===== config.mk =====
export PLATFORM = sky130hd
export DESIGN_NAME = sm3_arbiter
export DESIGN_NICKNAME = d
export VERILOG_FILES = /design/src/rtl/sm3_arbiter.sv
export SDC_FILE = /design/constraint.sdc
export NUM_CORES = 1
export LEC_CHECK = 0
export BUFFER_PORTS_ARGS = -buffer_cell sky130_fd_sc_hd__buf_4
export CAP_MARGIN = 20
export CORE_AREA = 2 2 221 223
export DETAILED_ROUTE_END_ITERATION = 6
export DIE_AREA = 0 0 223 225
export HOLD_SLACK_MARGIN = 0.06
export PLACE_DENSITY = 0.53
export SYNTH_ARGS = -nofsm -noshare
export SYNTH_HDL_FRONTEND = slang
export SYNTH_SLANG_ARGS = --single-unit

===== constraint.sdc =====
create_clock -name clk -period 5.3 [get_ports clk]
set_input_delay 0.53 -clock clk [delete_from_list [all_inputs] [get_ports clk]]
set_output_delay 0.53 -clock clk [all_outputs]
set_load 0.05 [all_outputs]

===== src/rtl/sm3_arbiter.sv =====
// Round-robin front-end sharing one sm3 core between N_REQ byte-stream requesters.
// Grants whole messages, paces 64-byte blocks, and returns the digest tagged with the owner.
module sm3_arbiter #(
    parameter int N_REQ   = 4,
    parameter int ID_W    = 2,
    parameter int GAP_CYC = 8,
    parameter int TIMEOUT = 4095
) (
    input  logic                 clk,
    input  logic                 rst_n,
    input  logic [N_REQ-1:0]     req_valid,
    input  logic [8*N_REQ-1:0]   req_data,
    input  logic [N_REQ-1:0]     req_last,
    output logic [N_REQ-1:0]     req_ready,
    output logic [7:0]           sm3_data,
    output logic                 data_vld,
    output logic                 vld_end,
    input  logic [255:0]         sm3_result,
    input  logic                 result_vld,
    output logic [255:0]         digest,
    output logic                 digest_vld,
    output logic [ID_W-1:0]      digest_id,
    output logic                 busy,
    output logic                 timeout_err
);

    localparam logic [2:0] S_IDLE   = 3'd0;
    localparam logic [2:0] S_STREAM = 3'd1;
    localparam logic [2:0] S_GAP    = 3'd2;
    localparam logic [2:0] S_WAIT   = 3'd3;
    localparam logic [2:0] S_DONE   = 3'd4;

    localparam logic [7:0]  GAP_LOAD = 8'(GAP_CYC);
    localparam logic [15:0] TO_LAST  = 16'(TIMEOUT - 1);

    logic [2:0]      state_q, state_d;
    logic [ID_W-1:0] gnt_id_q, gnt_id_d;
    logic [ID_W-1:0] rr_ptr_q, rr_ptr_d;
    logic [5:0]      byte_cnt_q, byte_cnt_d;
    logic [7:0]      gap_cnt_q, gap_cnt_d;
    logic [15:0]     timer_q, timer_d;
    logic [7:0]      sm3_data_q, sm3_data_d;
    logic            data_vld_q, data_vld_d;
    logic            vld_end_q, vld_end_d;
    logic [255:0]    digest_q, digest_d;
    logic [ID_W-1:0] digest_id_q, digest_id_d;
    logic            digest_vld_q, digest_vld_d;
    logic            timeout_err_q, timeout_err_d;

    logic            arb_hit;
    logic [ID_W-1:0] arb_id;
    logic [ID_W:0]   arb_dist;
    logic [ID_W:0]   best_dist;
    logic [7:0]      sel_data;
    logic            sel_valid;
    logic            sel_last;
    logic            hs;
    logic [ID_W-1:0] rr_next;

    // Rotating priority: the winner is the valid lane at the smallest distance past rr_ptr.
    always_comb begin
        arb_hit   = 1'b0;
        arb_id    = '0;
        arb_dist  = '0;
        best_dist = '1;
        for (int unsigned i = 0; i < N_REQ; i++) begin
            arb_dist = (ID_W+1)'(i) - {1'b0, rr_ptr_q};
            if (arb_dist[ID_W]) begin
                arb_dist = arb_dist + (ID_W+1)'(N_REQ);
            end
            if (req_valid[i] && (!arb_hit || arb_dist < best_dist)) begin
                arb_hit   = 1'b1;
                best_dist = arb_dist;
                arb_id    = ID_W'(i);
            end
        end
    end

    always_comb begin
        sel_data  = '0;
        sel_valid = 1'b0;
        sel_last  = 1'b0;
        req_ready = '0;
        for (int unsigned i = 0; i < N_REQ; i++) begin
            if (gnt_id_q == ID_W'(i)) begin
                sel_data  = req_data[8*i +: 8];
                sel_valid = req_valid[i];
                sel_last  = req_last[i];
                req_ready[i] = (state_q == S_STREAM);
            end
        end
    end

    assign hs      = sel_valid && (state_q == S_STREAM);
    assign rr_next = (gnt_id_q == ID_W'(N_REQ - 1)) ? '0 : gnt_id_q + 1'b1;

    always_comb begin
        state_d       = state_q;
        gnt_id_d      = gnt_id_q;
        rr_ptr_d      = rr_ptr_q;
        byte_cnt_d    = byte_cnt_q;
        gap_cnt_d     = gap_cnt_q;
        timer_d       = timer_q;
        sm3_data_d    = sm3_data_q;
        data_vld_d    = 1'b0;
        vld_end_d     = 1'b0;
        digest_d      = digest_q;
        digest_id_d   = digest_id_q;
        digest_vld_d  = 1'b0;
        timeout_err_d = 1'b0;

        case (state_q)
            S_IDLE: begin
                if (arb_hit) begin
                    gnt_id_d   = arb_id;
                    byte_cnt_d = '0;
                    state_d    = S_STREAM;
                end
            end
            S_STREAM: begin
                if (hs) begin
                    sm3_data_d = sel_data;
                    data_vld_d = 1'b1;
                    vld_end_d  = sel_last;
                    byte_cnt_d = byte_cnt_q + 1'b1;
                    if (sel_last) begin
                        timer_d = '0;
                        state_d = S_WAIT;
                    end else if (byte_cnt_q == 6'd63) begin
                        gap_cnt_d = GAP_LOAD;
                        state_d   = S_GAP;
                    end
                end
            end
            S_GAP: begin
                gap_cnt_d = gap_cnt_q - 1'b1;
                if (gap_cnt_q <= 8'd1) begin
                    state_d = S_STREAM;
                end
            end
            S_WAIT: begin
                if (result_vld) begin
                    digest_d    = sm3_result;
                    digest_id_d = gnt_id_q;
                    state_d     = S_DONE;
                end else if (timer_q == TO_LAST) begin
                    timeout_err_d = 1'b1;
                    rr_ptr_d      = rr_next;
                    state_d       = S_IDLE;
                end else begin
                    timer_d = timer_q + 16'd1;
                end
            end
            S_DONE: begin
                // DONE spans two cycles: the first raises digest_vld, the second returns to IDLE.
                if (!digest_vld_q) begin
                    digest_vld_d = 1'b1;
                end else begin
                    rr_ptr_d = rr_next;
                    state_d  = S_IDLE;
                end
            end
            default: begin
                state_d = S_IDLE;
            end
        endcase
    end

    always_ff @(posedge clk or negedge rst_n) begin
        if (!rst_n) begin
            state_q       <= S_IDLE;
            gnt_id_q      <= '0;
            rr_ptr_q      <= '0;
            byte_cnt_q    <= '0;
            gap_cnt_q     <= '0;
            timer_q       <= '0;
            sm3_data_q    <= '0;
            data_vld_q    <= 1'b0;
            vld_end_q     <= 1'b0;
            digest_q      <= '0;
            digest_id_q   <= '0;
            digest_vld_q  <= 1'b0;
            timeout_err_q <= 1'b0;
        end else begin
            state_q       <= state_d;
            gnt_id_q      <= gnt_id_d;
            rr_ptr_q      <= rr_ptr_d;
            byte_cnt_q    <= byte_cnt_d;
            gap_cnt_q     <= gap_cnt_d;
            timer_q       <= timer_d;
            sm3_data_q    <= sm3_data_d;
            data_vld_q    <= data_vld_d;
            vld_end_q     <= vld_end_d;
            digest_q      <= digest_d;
            digest_id_q   <= digest_id_d;
            digest_vld_q  <= digest_vld_d;
            timeout_err_q <= timeout_err_d;
        end
    end

    assign sm3_data    = sm3_data_q;
    assign data_vld    = data_vld_q;
    assign vld_end     = vld_end_q;
    assign digest      = digest_q;
    assign digest_id   = digest_id_q;
    assign digest_vld  = digest_vld_q;
    assign timeout_err = timeout_err_q;
    assign busy        = (state_q != S_IDLE);

endmodule


==> results.toml <==
[run_status]
outcome = "complete, no violations"

[setup_path]
reg2regPathDepth = 9
critPathArrivalTime_ps = 3310
timing.reg2reg.setup_slack_ps = 2450
timing.critical_path.from_type = "register"
critical_path_peak_fanout = 34
setup.worst_path.start = "gnt_id_q[0]"
crit_required_ps = 5760
endpoint_kind = "register"
crit_type = "reg -> reg"
critical_path.reg2reg.endpoint = "timer_q[14]"
reg2reg_from = "gnt_id_q[0]"

[route]
remaining_drc_errors = 0
detailroute.via_count = 9336
antenna_left = 0
drt-total-wl_mm = 39.1
drt_pass1_iterations = 5
drt_iter0_markers = 388
routed_wire_length_per_instance_um = 18.5
vias_per_cell = 4.41

[logic_synthesis]
number_of_distinct_library_cells_after_synthesis = 55
postSynthAreaPerCell_um2 = 13.8
mappedNetlistArea_um2 = 12600
synthDominantCellAreaShare_pct = 61.2
synth-async-reset-ratio_pct = 100
synth_edf_count = 0
yosysWarningCount = 0
leading_post_synthesis_cells_by_instance_count = "307 x sky130_fd_sc_hd__dfrtp_1, 256 x sky130_fd_sc_hd__mux2_2, 52 x sky130_fd_sc_hd__nor2_1, 47 x sky130_fd_sc_hd__a21oi_1, 32 x sky130_fd_sc_hd__nand2_1"
mappedNetlistNets = 1218
postSynth.topFlopCell = "sky130_fd_sc_hd__dfrtp_1"
synthesis.instances = 908
synth_seq_cells = 307
dominant_cell_type_by_area_after_synthesis = "sky130_fd_sc_hd__dfrtp_1"
yosysSeqAreaShare_pct = 61.2
ys_top_cells_by_area = "sky130_fd_sc_hd__dfrtp_1 61%, sky130_fd_sc_hd__mux2_2 23%, sky130_fd_sc_hd__a21oi_1 1.9%"
yosysMostFrequentCell = "sky130_fd_sc_hd__dfrtp_1"

[timing]
report.final.setup_viol = 0
finClkSkew_ps = 7.57
timing_worst_slew_pin_value_ps = 1060
post-route-min-period_ps = 2850
final.setup.tns_ps = 0
slew_headroom_pct = 29.1
period_share_pct = 53.7
maxClockFrequency_mhz = 351
setup_repair_after_global_routing_missed_its_margin = "no"
maxSlewViolCount = 0
final-hold-violation-count = 0

[clock_network]
postCtsResizedCells = 0
cts_post_setup_buffers_inserted = 0
cts_num_sinks = 307
tritoncts = "done"
htree_levels = 2
postCtsHoldBufs = 1
max-clock-path-buffers = 3
insertion_delay_ps = 540
numCtsBuffers = 38
clk_pin_slew_worst_paths_ps = 60
cts.root.buffer_cell = "sky130_fd_sc_hd__clkbuf_16"

[floorplanning]
ios = 574
fp.dieArea_um2 = 50200
floorplan.core_area_um2 = 47500
row_count = 80
vert_die_dim_um = 225
start_util_pct = 26.4
die_w_um = 223

[placement]
place.detailed.hpwl_mm = 29.4
finalWeightedCongestion = 0.792
numPlacedInstances = 2052
port-buffer-count = 573

[layout]
final_layout_size_suffix_gt1_share_pct = 60.1
n_diodes = 0
final-instance-count-excl-fill = 2117
nNetsFinal = 1788
area_delta_synth_final_pct = 48.8

[pwr]
share_clk_of_total_power_pct = 16.8
cellInternalPower_mw = 7.60
power_leakage_nw = 8.92
comb_power_share_pct = 55.1
ir_worst_vdd_mv = 0.403
power_per_cell_area_nw_per_um2 = 784
netSwitchingPower_mw = 7.05
share_of_total_power_consumed_by_net_switching_pct = 48.1
part_of_the_total_power_dissipated_in_sequential_elements_pct = 28.1

[min_path]
hold_endpoint = "digest[210]"
hold_path_startpoint = "sm3_result[210]"
hold_path_class = "in -> reg"
min_delay_path_depth = 2

[global_routing]
grtUsageTotal_pct = 15.1
grt_pass1_vias = 9969
grt.overflow.total = 0
global_route_wire_length_before_repair_mm = 58.7
antenna_found_initial = 1
largest_net_degree_at_the_start_of_global_routing = 173

[flow_run]
max-cap-violations = 0
[how the worst max path moves through the flow]
stage | endpoint | slack, ps | cells after the start
2_1_floorplan | gnt_id_q[0] | 2740 | 14
3_3_place_gp | timer_q[14] | 2550 | 9
3_5_place_dp | timer_q[14] | 2470 | 9
4_1_cts | timer_q[14] | 2460 | 9
5_1_grt | timer_q[14] | 2260 | 9
6_report | timer_q[14] | 2450 | 9
[layout by cell type, fill, tap and decap left out, types with 7 or more instances in the layout]
master,synthesis,layout
sky130_fd_sc_hd__o21ai_0,24,24
sky130_fd_sc_hd__nor2_1,52,52
sky130_fd_sc_hd__clkbuf_16,0,38
sky130_fd_sc_hd__a21oi_1,47,47
sky130_fd_sc_hd__ha_1,11,11
sky130_fd_sc_hd__mux2_2,256,256
sky130_fd_sc_hd__dfrtp_1,307,307
sky130_fd_sc_hd__clkbuf_8,0,11
sky130_fd_sc_hd__nor3_1,7,7
sky130_fd_sc_hd__nand3b_1,9,9
sky130_fd_sc_hd__inv_1,11,11
sky130_fd_sc_hd__nand2_1,32,32
sky130_fd_sc_hd__buf_4,3,575
sky130_fd_sc_hd__clkbuf_1,17,7
sky130_fd_sc_hd__xor2_1,12,12
sky130_fd_sc_hd__nand3_1,12,12
[metrics by stage]
stage	total power, mW	hold slack, ps	setup WS (ps)	utilization, %	instance area [um^2]
6_report	14.6	215	2450	39.3	18700
5_1_grt	15.3	180	2260	39.3	18700
4_1_cts	14.8	169	2460	39.3	18700
3_5_place_dp	12.3	480	2470	36.8	17500
3_3_place_gp	12.2	473	2550	36.8	17500
2_1_floorplan	9.61	234	2740	-	12600
[state kept, by name (all words and copies together) (netlist names)]
signal       flops
digest_vld       1
gnt_id_q         2
digest         256
byte_cnt_q       6
state_q          3
gap_cnt_q        8
rr_ptr_q         2
vld_end          1
timer_q         16
timeout_err      1
sm3_data         8
digest_id        2
data_vld         1
[power groups by stage]
stage / clock [mW] / sequential (mW) / combinational [mW]
2_1_floorplan: 0 / 7.67 / 1.94
3_3_place_gp: 0 / 4.09 / 8.09
3_5_place_dp: 0 / 4.13 / 8.14
4_1_cts: 2.57 / 4.11 / 8.15
5_1_grt: 2.66 / 4.26 / 8.43
6_report: 2.47 / 4.11 / 8.06
[layer usage]
metal  vias to the layer above  GRT usage (%)  part of all wire [%]
li1                       4346              -                     -
met1                      4596           17.7                    39
met2                       339           26.4                    51
met3                        55           4.42                   6.8
met4                         0           4.83                   2.4
met5                         -              0                     0
[logic make-up (layout without fill, tap and decap cells)]
group / Yosys count / after routing / synth area share [%]
simple gates: 147 / 147 / 5.81
compound gates: 104 / 104 / 5.19
mux: 260 / 260 / 23.3
fa+ha+maj: 11 / 11 / 1.10
xor+xnor: 16 / 16 / 1.12
buf+inv: 63 / 657 / 2.30
flops: 307 / 307 / 61.2
[layout make-up]
cell class	instances	area, um^2
multi-input combinational	538	4590
sequential	307	7680
fill	4586	28900
tap	615	769
inverter	13	53.8
clock buffer	56	1130
timing repair buffer	580	4400
clock inverter	8	63.8
[critical path, stage by stage, from the launching register on]
cell,delay [ps]
sky130_fd_sc_hd__dfrtp_1,420
sky130_fd_sc_hd__inv_1,120
sky130_fd_sc_hd__ha_1,590
sky130_fd_sc_hd__a211oi_1,120
sky130_fd_sc_hd__a221o_1,390
sky130_fd_sc_hd__or2_4,270
sky130_fd_sc_hd__clkinv_4,210
sky130_fd_sc_hd__o2111ai_4,170
sky130_fd_sc_hd__or3_1,340
sky130_fd_sc_hd__a21oi_1,140
Power figures use the tool's default switching activity.
